File: config.mk
export PLATFORM = sky130hd
export DESIGN_NAME = demux1_n_seq
export DESIGN_NICKNAME = d
export VERILOG_FILES = /design/src/rtl/demux1_n_seq.sv
export SDC_FILE = /design/constraint.sdc
export NUM_CORES = 1
export LEC_CHECK = 0
export CAP_MARGIN = 20
export CORE_MARGIN = 2
export CORE_UTILIZATION = 41
export CTS_BUF_LIST = sky130_fd_sc_hd__clkbuf_2
export DETAILED_ROUTE_END_ITERATION = 12
export PLACE_DENSITY = 0.71
export SLEW_MARGIN = 20
export SYNTH_ARGS = -nofsm -noshare
export SYNTH_HDL_FRONTEND = slang
export SYNTH_SLANG_ARGS = --single-unit
File: constraint.sdc
create_clock -name clk -period 1.9 [get_ports clk]
set_input_delay 0.285 -clock clk [delete_from_list [all_inputs] [get_ports clk]]
set_output_delay 0.285 -clock clk [all_outputs]
set_load 0.005 [all_outputs]
File: src/rtl/demux1_n_seq.sv
// rtl/demux1_n_seq.sv - registered 1-to-N demux with static, pulse, blink and scan modes
// Define DEMUX1N_SCAN_EN to enable the scan pointer; otherwise mode 3 behaves as mode 0.
module demux1_n_seq #(
    parameter int N_OUT    = 4,
    parameter int SEL_W    = 2,
    parameter int DATA_W   = 1,
    parameter int TICK_DIV = 8
) (
    input  logic                    clk,
    input  logic                    rst_n,
    input  logic [DATA_W-1:0]       din,
    input  logic [SEL_W-1:0]        sel,
    input  logic [1:0]              mode,
    output logic [N_OUT*DATA_W-1:0] Y,
    output logic [N_OUT-1:0]        active,
    output logic                    sel_oor
);
    localparam int              CNT_W       = $clog2(TICK_DIV);
    localparam logic [CNT_W-1:0] CNT_LAST   = CNT_W'(TICK_DIV - 1);
    localparam logic [SEL_W:0]  SEL_LIMIT   = (SEL_W + 1)'(N_OUT);
    localparam logic [1:0]      MODE_STATIC = 2'd0;
    localparam logic [1:0]      MODE_PULSE  = 2'd1;
    localparam logic [1:0]      MODE_BLINK  = 2'd2;
    localparam logic [1:0]      MODE_SCAN   = 2'd3;

    logic [SEL_W-1:0]        r_sel_q;
    logic [1:0]              r_mode_q;
    logic [CNT_W-1:0]        r_cnt;
    logic                    r_phase;

    logic                    w_mode_chg;
    logic                    w_sel_chg;
    logic                    w_tick;
    logic                    w_phase_nxt;
    logic                    w_sel_big;
    logic [1:0]              w_eff_mode;
    logic [N_OUT-1:0]        w_sel_hot;
    logic [N_OUT-1:0]        w_act;
    logic [N_OUT-1:0]        w_drv;
    logic [N_OUT*DATA_W-1:0] w_y;

    assign w_mode_chg  = (mode != r_mode_q);
    assign w_sel_chg   = (sel != r_sel_q);
    assign w_tick      = (r_cnt == CNT_LAST);
    assign w_sel_big   = ({1'b0, sel} >= SEL_LIMIT);
    assign w_phase_nxt = (mode == MODE_BLINK && w_mode_chg) ? 1'b1 : (r_phase ^ w_tick);

    // Full-width compare: an out-of-range select decodes to all zeros, never a wrapped channel.
    always_comb begin
        for (int k = 0; k < N_OUT; k++) begin
            w_sel_hot[k] = (sel == SEL_W'(k));
        end
    end

`ifdef DEMUX1N_SCAN_EN
    localparam int              PTR_W    = $clog2(N_OUT);
    localparam logic [PTR_W-1:0] PTR_LAST = PTR_W'(N_OUT - 1);

    logic [PTR_W-1:0] r_ptr;
    logic [PTR_W-1:0] w_ptr_nxt;
    logic [N_OUT-1:0] w_ptr_hot;

    always_comb begin
        w_ptr_nxt = r_ptr;
        if (mode == MODE_SCAN && w_mode_chg) begin
            w_ptr_nxt = '0;
        end else if (w_tick) begin
            w_ptr_nxt = (r_ptr == PTR_LAST) ? '0 : r_ptr + 1'b1;
        end
        for (int k = 0; k < N_OUT; k++) begin
            w_ptr_hot[k] = (w_ptr_nxt == PTR_W'(k));
        end
    end

    always_ff @(posedge clk or negedge rst_n) begin
        if (!rst_n) begin
            r_ptr <= '0;
        end else begin
            r_ptr <= w_ptr_nxt;
        end
    end

    assign w_eff_mode = mode;
`else
    assign w_eff_mode = (mode == MODE_SCAN) ? MODE_STATIC : mode;
`endif

    // Outputs use the post-edge phase/pointer so a toggle or advance shows on the tick edge itself.
    always_comb begin
        w_act = '0;
        w_drv = '0;
        case (w_eff_mode)
            MODE_STATIC: begin
                w_act = w_sel_hot;
                w_drv = w_sel_hot;
            end
            MODE_PULSE: begin
                if (w_mode_chg || w_sel_chg) begin
                    w_act = w_sel_hot;
                    w_drv = w_sel_hot;
                end
            end
            MODE_BLINK: begin
                w_act = w_sel_hot;
                w_drv = w_phase_nxt ? w_sel_hot : '0;
            end
            default: begin
`ifdef DEMUX1N_SCAN_EN
                w_act = w_ptr_hot;
                w_drv = w_ptr_hot;
`endif
            end
        endcase
        for (int k = 0; k < N_OUT; k++) begin
            w_y[k*DATA_W +: DATA_W] = w_drv[k] ? din : '0;
        end
    end

    always_ff @(posedge clk or negedge rst_n) begin
        if (!rst_n) begin
            r_sel_q  <= '0;
            r_mode_q <= '0;
            r_cnt    <= '0;
            r_phase  <= 1'b0;
            Y        <= '0;
            active   <= '0;
            sel_oor  <= 1'b0;
        end else begin
            r_sel_q  <= sel;
            r_mode_q <= mode;
            r_cnt    <= (w_mode_chg || w_tick) ? '0 : r_cnt + 1'b1;
            r_phase  <= w_phase_nxt;
            Y        <= w_y;
            active   <= w_act;
            sel_oor  <= (w_eff_mode != MODE_SCAN) && w_sel_big;
        end
    end
endmodule

== After elaboration in Yosys (flattened, before gate mapping) ==
Index checks and enable logic that the tools add are counted.

* Register bits: 16
* Output and inout bits: 9
* Logic and storage cells: 35

* $add $sub $neg: 1
* Equal/unequal tests: 10
* Muxes and demuxes: 11
* Bitwise operators: 1
* Reduce and logical (&&, ||, !) cells: 6

{| class="wikitable"
|+ Operators by type and width
! cell !! count
|-
| 4-bit case mux with 3 select lines || 1
|-
| 2-bit equality test, second input constant || 5
|-
| 4-bit 2-to-1 mux || 2
|-
| 4-bit case mux with 2 select lines || 1
|-
| 1-bit 2-to-1 mux || 5
|-
| 2-bit by 1-bit equality test with 1-bit output, second input constant || 2
|-
| 2-bit zero test || 2
|-
| 2-bit != test || 2
|-
| 3-bit by 1-bit adder with 3-bit output, second input constant || 1
|-
| 3-bit equality test, second input constant || 1
|-
| 3-bit 2-to-1 mux || 1
|-
| 1-bit logical OR || 2
|-
| 2-bit 2-to-1 mux || 1
|-
| 2-bit OR reduction || 1
|-
| 1-bit logical AND || 1
|-
| 1-bit bitwise XOR || 1
|}

== Longest topological paths before layout ==
Gate-level depths: netlist of run 1.

* Depth after elaboration: 6
* Mapped depth: 5

== Worst setup path before layout of run 1 ==
No wires, ideal clock.

* Kind: register to register
* Start: register r_cnt[0]
* End: register Y[0]
* Library setup time: 143 ps
* Data arrival time: 1,315 ps
* Required time: 1,757 ps
* Slack: 442 ps
* Cell stages (with the launch flop): 6
* Buffers on the path: 0
* Clock period less this slack: 1,458 ps
* Cells stage by stage: dfrtp_1 -> ha_1 -> ha_1 -> xor2_1 -> nor4_2 -> o22ai_1

* Word-level cells in the longest chain between the ends: 6

{| class="wikitable"
|+ Ends and longest elaborated chain
! item !! line !! RTL
|-
| start, declared || 28 || <nowiki>logic [CNT_W-1:0] r_cnt;</nowiki>
|-
| start signal, assigned || 131 || <nowiki>r_cnt <= (w_mode_chg || w_tick) ? '0 : r_cnt + 1'b1;</nowiki>
|-
| 3-bit equality test || 44 || <nowiki>assign w_tick = (r_cnt == CNT_LAST);</nowiki>
|-
| 1-bit bitwise XOR || 46 || <nowiki>assign w_phase_nxt = (mode == MODE_BLINK && w_mode_chg) ? 1'b1 : (r_phase ^ w_tick);</nowiki>
|-
| 1-bit 2-to-1 mux || 46 ||
|-
| 4-bit 2-to-1 mux || 105 || <nowiki>w_drv = w_phase_nxt ? w_sel_hot : '0;</nowiki>
|-
| 4-bit case mux with 3 select lines || 92 || <nowiki>case (w_eff_mode)</nowiki>
|-
| 1-bit 2-to-1 mux || 115 || <nowiki>w_y[k*DATA_W +: DATA_W] = w_drv[k] ? din : '0;</nowiki>
|-
| net w_y[0] || 40 || <nowiki>logic [N_OUT*DATA_W-1:0] w_y;</nowiki>
|-
| end signal, assigned || 133 || <nowiki>Y <= w_y;</nowiki>
|-
| end, declared || 14 || <nowiki>output logic [N_OUT*DATA_W-1:0] Y,</nowiki>
|}

The timed path passes the listed nets, and every way through them passes these cells.

== Worst setup path after layout of run 1 ==
* Start: register r_cnt[0]
* End: register Y[2]

Same word-level chain as after synthesis.

==> results of run 1 <==
==> cells by family after synthesis <==
kind of cell	after synthesis
compound gates	10
xor+xnor	5
fa+ha+maj	6
buf+inv	7
flops	16
other cells	1
simple gates	24
==> worst max-delay path by stage <==
stage | startpoint | endpoint | cells after the start
global placement | mode[0] | Y[3] | 5
finish | r_cnt[0] | Y[2] | 5
CTS | r_cnt[0] | Y[2] | 5
global route | r_cnt[0] | Y[3] | 5
floorplan | r_cnt[0] | Y[0] | 5
detailed placement | mode[0] | Y[2] | 5
==> metrics by stage <==
stage	util (%)	power [mW]	setup WS, ps	hold WS [ps]	cells
2_1_floorplan	-	0.434	442	-10.6	69
4_1_cts	56.7	0.642	274	281	116
5_1_grt	56.7	0.670	68.2	300	116
3_5_place_dp	55.6	0.493	23.0	440	112
6_report	56.7	0.635	276	280	116
3_3_place_gp	55.6	0.490	81.0	433	112
==> metal layers <==
layer	GRT usage (%)	up-vias	part of all wire (%)
met4	9.73	0	2.4
met3	3.40	4	4.7
met5	0	-	0
li1	-	285	-
met2	23.5	13	45
met1	16.9	269	48
==> worst reg2reg max path, delay by kind of cell (launching register included) <==
kind | cells | cell delay (ps)
simple gates | 1 | 310
fa+ha+maj | 2 | 430
xor+xnor | 1 | 200
flops | 1 | 410
compound gates | 1 | 160
==> where the power goes <==
part           internal, mW  switching, mW  leakage, nW  total [mW]
logic                0.0619         0.0594        0.232       0.121
clock network        0.0457          0.104       0.0140       0.150
registers             0.359        0.00593        0.203       0.364
total                 0.466          0.169        0.449       0.635
==> flip-flops by register name, indices dropped and copies added (netlist names) <==
register,count
Y,4
active,4
r_cnt,3
r_mode_q,2
r_phase,1
r_sel_q,2
==> cell usage in the layout (no fill, tap or decap) <==
cell | synthesis | layout
sky130_fd_sc_hd__dfrtp_1 | 16 | 16
sky130_fd_sc_hd__clkdlybuf4s50_1 | 0 | 14
sky130_fd_sc_hd__nand3_1 | 7 | 7
sky130_fd_sc_hd__o22ai_1 | 7 | 7
sky130_fd_sc_hd__buf_4 | 1 | 7
sky130_fd_sc_hd__ha_1 | 6 | 6
sky130_fd_sc_hd__xor2_1 | 5 | 5
sky130_fd_sc_hd__nand2_1 | 4 | 4
sky130_fd_sc_hd__inv_1 | 4 | 4
sky130_fd_sc_hd__nor2b_1 | 3 | 3
sky130_fd_sc_hd__clkbuf_2 | 0 | 3
sky130_fd_sc_hd__or2_2 | 2 | 2
sky130_fd_sc_hd__nor3b_1 | 2 | 2
sky130_fd_sc_hd__nand4_1 | 2 | 2
sky130_fd_sc_hd__nor4_4 | 1 | 1
sky130_fd_sc_hd__nor2_1 | 1 | 1
sky130_fd_sc_hd__o32ai_1 | 1 | 1
sky130_fd_sc_hd__nor3_1 | 1 | 1
sky130_fd_sc_hd__a21o_1 | 1 | 1
sky130_fd_sc_hd__nor4_2 | 1 | 1
sky130_fd_sc_hd__a21boi_1 | 1 | 1
sky130_fd_sc_hd__conb_1 | 1 | 1
sky130_fd_sc_hd__clkinv_1 | 0 | 1
==> cell type report <==
class	instances	area, um2	area share (%)
timing repair buffer	21	193	19.3
inverter	4	15.0	1.50
multi-input combinational	46	342	34.2
clock buffer	3	15.0	1.50
clock inverter	1	3.75	0.375
tap	25	31.3	3.13
sequential	16	400	40.1
==> reports/metrics.yaml, run 1 <==
status: "completed"
post-dp-hpwl_um: 948
grt_first_pass_wirelength_um: 2190
route.vias.total: 571
routedWlPerCell_um: 10.6
fp.dieH_um: 47.6
cts-resized-gates: 0
synth.top_cells.by_count: "16 x sky130_fd_sc_hd__dfrtp_1, 7 x sky130_fd_sc_hd__nand3_1, 7 x sky130_fd_sc_hd__o22ai_1, 6 x sky130_fd_sc_hd__ha_1, 5 x sky130_fd_sc_hd__xor2_1"
criticalPathCategory: "reg -> reg"
fin_skew_ps: 7.36
synth.yosys.seq_area_share_pct: 51.3
final_min_period_over_clock_period_pct: 85.5
rsz_0062_raised_after_global_routing: "false"
cts.sinks: 16
holdBufCountCts: 0
power_density_nw_per_um2: 636
clock_insertion_delay_worst_skew_ps: 290
critical_path_arrival_ps: 1800
critical-path-top-cell-by-count: "sky130_fd_sc_hd__ha_1"
cts_root_buffer: "sky130_fd_sc_hd__clkbuf_2"
grtUsageTotal_pct: 14.5
ff2ff_setup_slack_ps: 280
cpMaxStageDelayCell: "sky130_fd_sc_hd__dfrtp_1"
vias_in_the_first_global_route: 540
fill_cells: 172
post-synth-top-count-cell: "sky130_fd_sc_hd__dfrtp_1"
synth_top_area_cell: "sky130_fd_sc_hd__dfrtp_1"
drt_wl_total_um: 1230
drv_cap: 0
yosys.area_share.xor_xnor_pct: 5.61
muxShareOfSynthArea_pct: 0
last_weighted_congestion_value_of_the_routability_driven_placer: 0.728
dominantRegCellSynth: "sky130_fd_sc_hd__dfrtp_1"
post_cts.repair.setup_buffers: 0
critical_path.top_delay_family: "adder cells"
design.die.area_um2: 2270
drive_gt1_share_pct: 15.4
synth-simple-area-share_pct: 19.4
remaining_drc_errors: 0
cp_cell_sequence: "ha_1 -> ha_1 -> xor2_1 -> nor4_2 -> o22ai_1"
maximum_fanout_count_along_the_critical_path: 4
synthesis.area_um2: 781
fin_nets: 105
syn_inst: 69
ys_seq_elements: 16
ys_types: 22
routed_via_density: 4.92
worst_setup_hold_path_clk_slew_ps: 150
compound_gate_fraction_of_synth_area_pct: 8.65
postLayoutCellArea_um2: 1000
cts_buffer_depth: 2
die_w_um: 47.6
cp.required_ps: 2080
initialDrtViolationCount: 6
r2r.worst_path.cells: 5
main_combinational_cell_family_by_area_after_synthesis: "simple AND/OR/NAND/NOR gates"
port_buffers: 14
final.setup.tns_ps: 0
netlist_top_cells_area: "sky130_fd_sc_hd__dfrtp_1 51%, sky130_fd_sc_hd__ha_1 9.6%, sky130_fd_sc_hd__o22ai_1 5.6%"
setup.worst_path.start_class: "register"
grt.overflow.total: 0
tritoncts: "done"
cellLeakagePower_nw: 0.449
detailed_place.area_um2: 981
cp_num_buf_inv: 0
starting_density_pct: 44.3
max_stage_delay_ps: 410
synth_warnings: 0
setup.worst_path.end_class: "register"
post_synth_edffs: 0
drt_pass1_iterations: 4
synthesis.area_per_instance_um2: 11.3
netlist.area_leader.share_pct: 51.3
grt_max_degree: 17
regToRegEndpoint: "Y[2]"
synthArstFlopShare_pct: 100
fp-row-count: 15
synth_nets: 82
hold_class: "in -> async"
vdd_drop_max_mv: 0.284
i_o_pin_count: 16
placeableCoreArea_um2: 1760
hold_viol: 0
period_minus_slack_ps: 1620
number_of_antenna_violations_at_the_first_check_in_global_routing: 0
final-max-slew-violation-count: 0
max_clock_freq_mhz: 616
clock_tree.htree_level_count: 1
numCtsBuffers: 3
synth_fa_ha_area_share_pct: 9.62
layout-area-overhead-vs-synth_pct: 28.0
num_antenna_cells: 0
rr_startpoint: "r_cnt[0]"
detail-route-antenna-nets: 0
setup_violations: 0
Note: power is estimated with default switching activity, not from simulation.
==> inputs of run 2 (changes only) <==
Settings changed: CAP_MARGIN 20 to unset.
==> results of run 2 <==
Final layout, timing and power as in run 1 (identical DEF).
==> inputs of run 3 (changes only) <==
Settings changed: CORE_UTILIZATION 41 to 50, PLACE_DENSITY 0.71 to 0.83, SKIP_CTS_REPAIR_TIMING set to 1.
==> run 3 against run 2 <==
  * Register-to-register slack is essentially flat
  * Sequential power hardly changed
  * Via count is 1.6% higher
  * Hold slack got worse by 17 ps
  * Die area is 17% lower
  * Combinational power about the same
  * Cell area down 1.9%
  * Maximum frequency increased by 0.63%
  * Critical path depth did not move
==> reports/metrics.yaml, run 3 (synthesis gave the netlist of run 1 again) <==
status: "completed"
number_of_antenna_violations_at_the_first_check_in_global_routing: 0  # unchanged
routed_via_density: 5.47  # +11%
fp.dieH_um: 43.5  # -8.6%
detail-route-antenna-nets: 0  # unchanged
final_min_period_over_clock_period_pct: 84.9  # -0.53 points
drt_pass1_iterations: 3  # -1
fin_nets: 104  # -0.95%
fin_cells: 106  # -8.6%
die_w_um: 43.5  # -8.6%
ff2ff_setup_slack_ps: 290  # about the same
num_antenna_cells: 0  # unchanged
setup_violations: 0  # unchanged
clock_tree.htree_level_count: 1  # unchanged
clock_insertion_delay_worst_skew_ps: 310  # +20 ps
rsz_0062_raised_after_global_routing: "false"
hold_slack_ps: 264  # -16.6 ps
grt_first_pass_wirelength_um: 2390  # +9.1%
final-max-slew-violation-count: 0  # unchanged
hold_viol: 0  # unchanged
cts_root_buffer: "sky130_fd_sc_hd__clkbuf_2"
critical_path_arrival_ps: 1780  # -20 ps
leading_cell_types_in_the_layout_fill_and_taps_excluded: "16 x sky130_fd_sc_hd__dfrtp_1, 14 x sky130_fd_sc_hd__clkdlybuf4s50_1, 7 x sky130_fd_sc_hd__nand3_1, 7 x sky130_fd_sc_hd__o22ai_1"
layout.cells.most_common: "sky130_fd_sc_hd__dfrtp_1"
power_density_nw_per_um2: 653  # +2.8%
vdd_drop_max_mv: 0.501  # +76%
final_core_utilization_pct: 65.9  # +9.2 points
maximum_fanout_count_along_the_critical_path: 4  # unchanged
last_weighted_congestion_value_of_the_routability_driven_placer: 0.813  # +12%
grtUsageTotal_pct: 17.3  # +2.8 points
setup.worst_path.end_class: "register"
post-dp-hpwl_um: 1070  # +13%
route.vias.total: 580  # +1.6%
cellLeakagePower_nw: 0.443  # -1.2%
fp-row-count: 14  # -1
fill_cells: 124  # -28%
starting_density_pct: 52.4  # +8.2 points
remaining_drc_errors: 0  # unchanged
drv_cap: 0  # unchanged
drt_wl_total_um: 1330  # +8.6%
max_clock_freq_mhz: 620  # +0.63%
placeableCoreArea_um2: 1490  # -16%
setup.worst_path.start_class: "register"
cts_buffer_depth: 2  # unchanged
vias_in_the_first_global_route: 595  # +10%
place_ws_ps: -10.9  # -33.9 ps
criticalPathCategory: "reg -> reg"
numCtsBuffers: 3  # unchanged
grt.overflow.total: 0  # unchanged
layout-area-overhead-vs-synth_pct: 25.6
i_o_pin_count: 16  # unchanged
drive_gt1_share_pct: 14.4  # -0.94 points
cts.sinks: 16  # unchanged
period_minus_slack_ps: 1610  # -10.1 ps
grt_max_degree: 17  # unchanged
cp.required_ps: 2070  # about the same
routedWlPerCell_um: 12.6  # +19%
worst_slack_ps: 286  # +10.1 ps
port_buffers: 14  # unchanged
top_regs: "Y x4, active x4, r_cnt x3"
worst_setup_hold_path_clk_slew_ps: 160  # about the same
fin_skew_ps: 20.2  # +12.9 ps
design.die.area_um2: 1890  # -17%
initialDrtViolationCount: 8  # +2
report.power.total_mw: 0.641  # +0.85%
tritoncts: "done"
dpl.cell_count: 102  # -8.9%
hold_class: "in -> async"
==> run 3: cell types whose count changed in the layout (fill, tap and decap cells not counted), sizes merged <==
cell,previous run,this run
buf,7,6
==> run 3: report_power, final <==
| part | switching [mW] | internal, mW |
|---|---|---|
| Clock | 0.109 | 0.0457 |
| Combinational | 0.0604 | 0.0607 |
| Sequential | 0.00638 | 0.359 |
| Total | 0.176 | 0.465 |
==> run 3: final cells by class <==
type	count	area, um2	share of cell area [%]
inverters	4	15.0	1.53
flip-flops and latches	16	400	40.8
clock inverters	1	3.75	0.383
well taps	16	20.0	2.04
clock buffers	3	15.0	1.53
multi-input cells	46	342	34.8
repair buffers	20	185	18.9
==> run 3: worst max-delay path, cell delays in order (launching register included) <==
cell                      delay [ps]
sky130_fd_sc_hd__dfrtp_1         410
sky130_fd_sc_hd__ha_1            200
sky130_fd_sc_hd__ha_1            230
sky130_fd_sc_hd__xor2_1          200
sky130_fd_sc_hd__nor4_2          300
sky130_fd_sc_hd__o22ai_1         150
==> run 3: worst paths after layout <==
kind / start / to / cells after the start
worst max-delay path: r_cnt[0] / Y[3] / 5
min in group clk: r_cnt[0] / r_cnt[0] / 1
worst max register to register: r_cnt[0] / Y[3] / 5
worst min-delay path: rst_n / r_cnt[1] / 2
max in group asynchronous: rst_n / Y[3] / 2
worst min register to register: r_cnt[0] / r_cnt[0] / 1
==> run 3: metal layers <==
metal  GRT usage (%)  share of wire (%)  vias up
li1                -                  -      282
met2            31.6                 53       18
met1            18.4                 39      275
met5               0                  0        -
met4            9.09                2.3        0
met3            3.75                4.9        5
==> run 3: metrics by stage <==
step | instance area [um2] | TNS, ps
global route | 981 | 0
CTS | 981 | 0
finish | 981 | 0
global placement | 962 | 0
detailed placement | 962 | -42.8
floorplan | 781 | 0
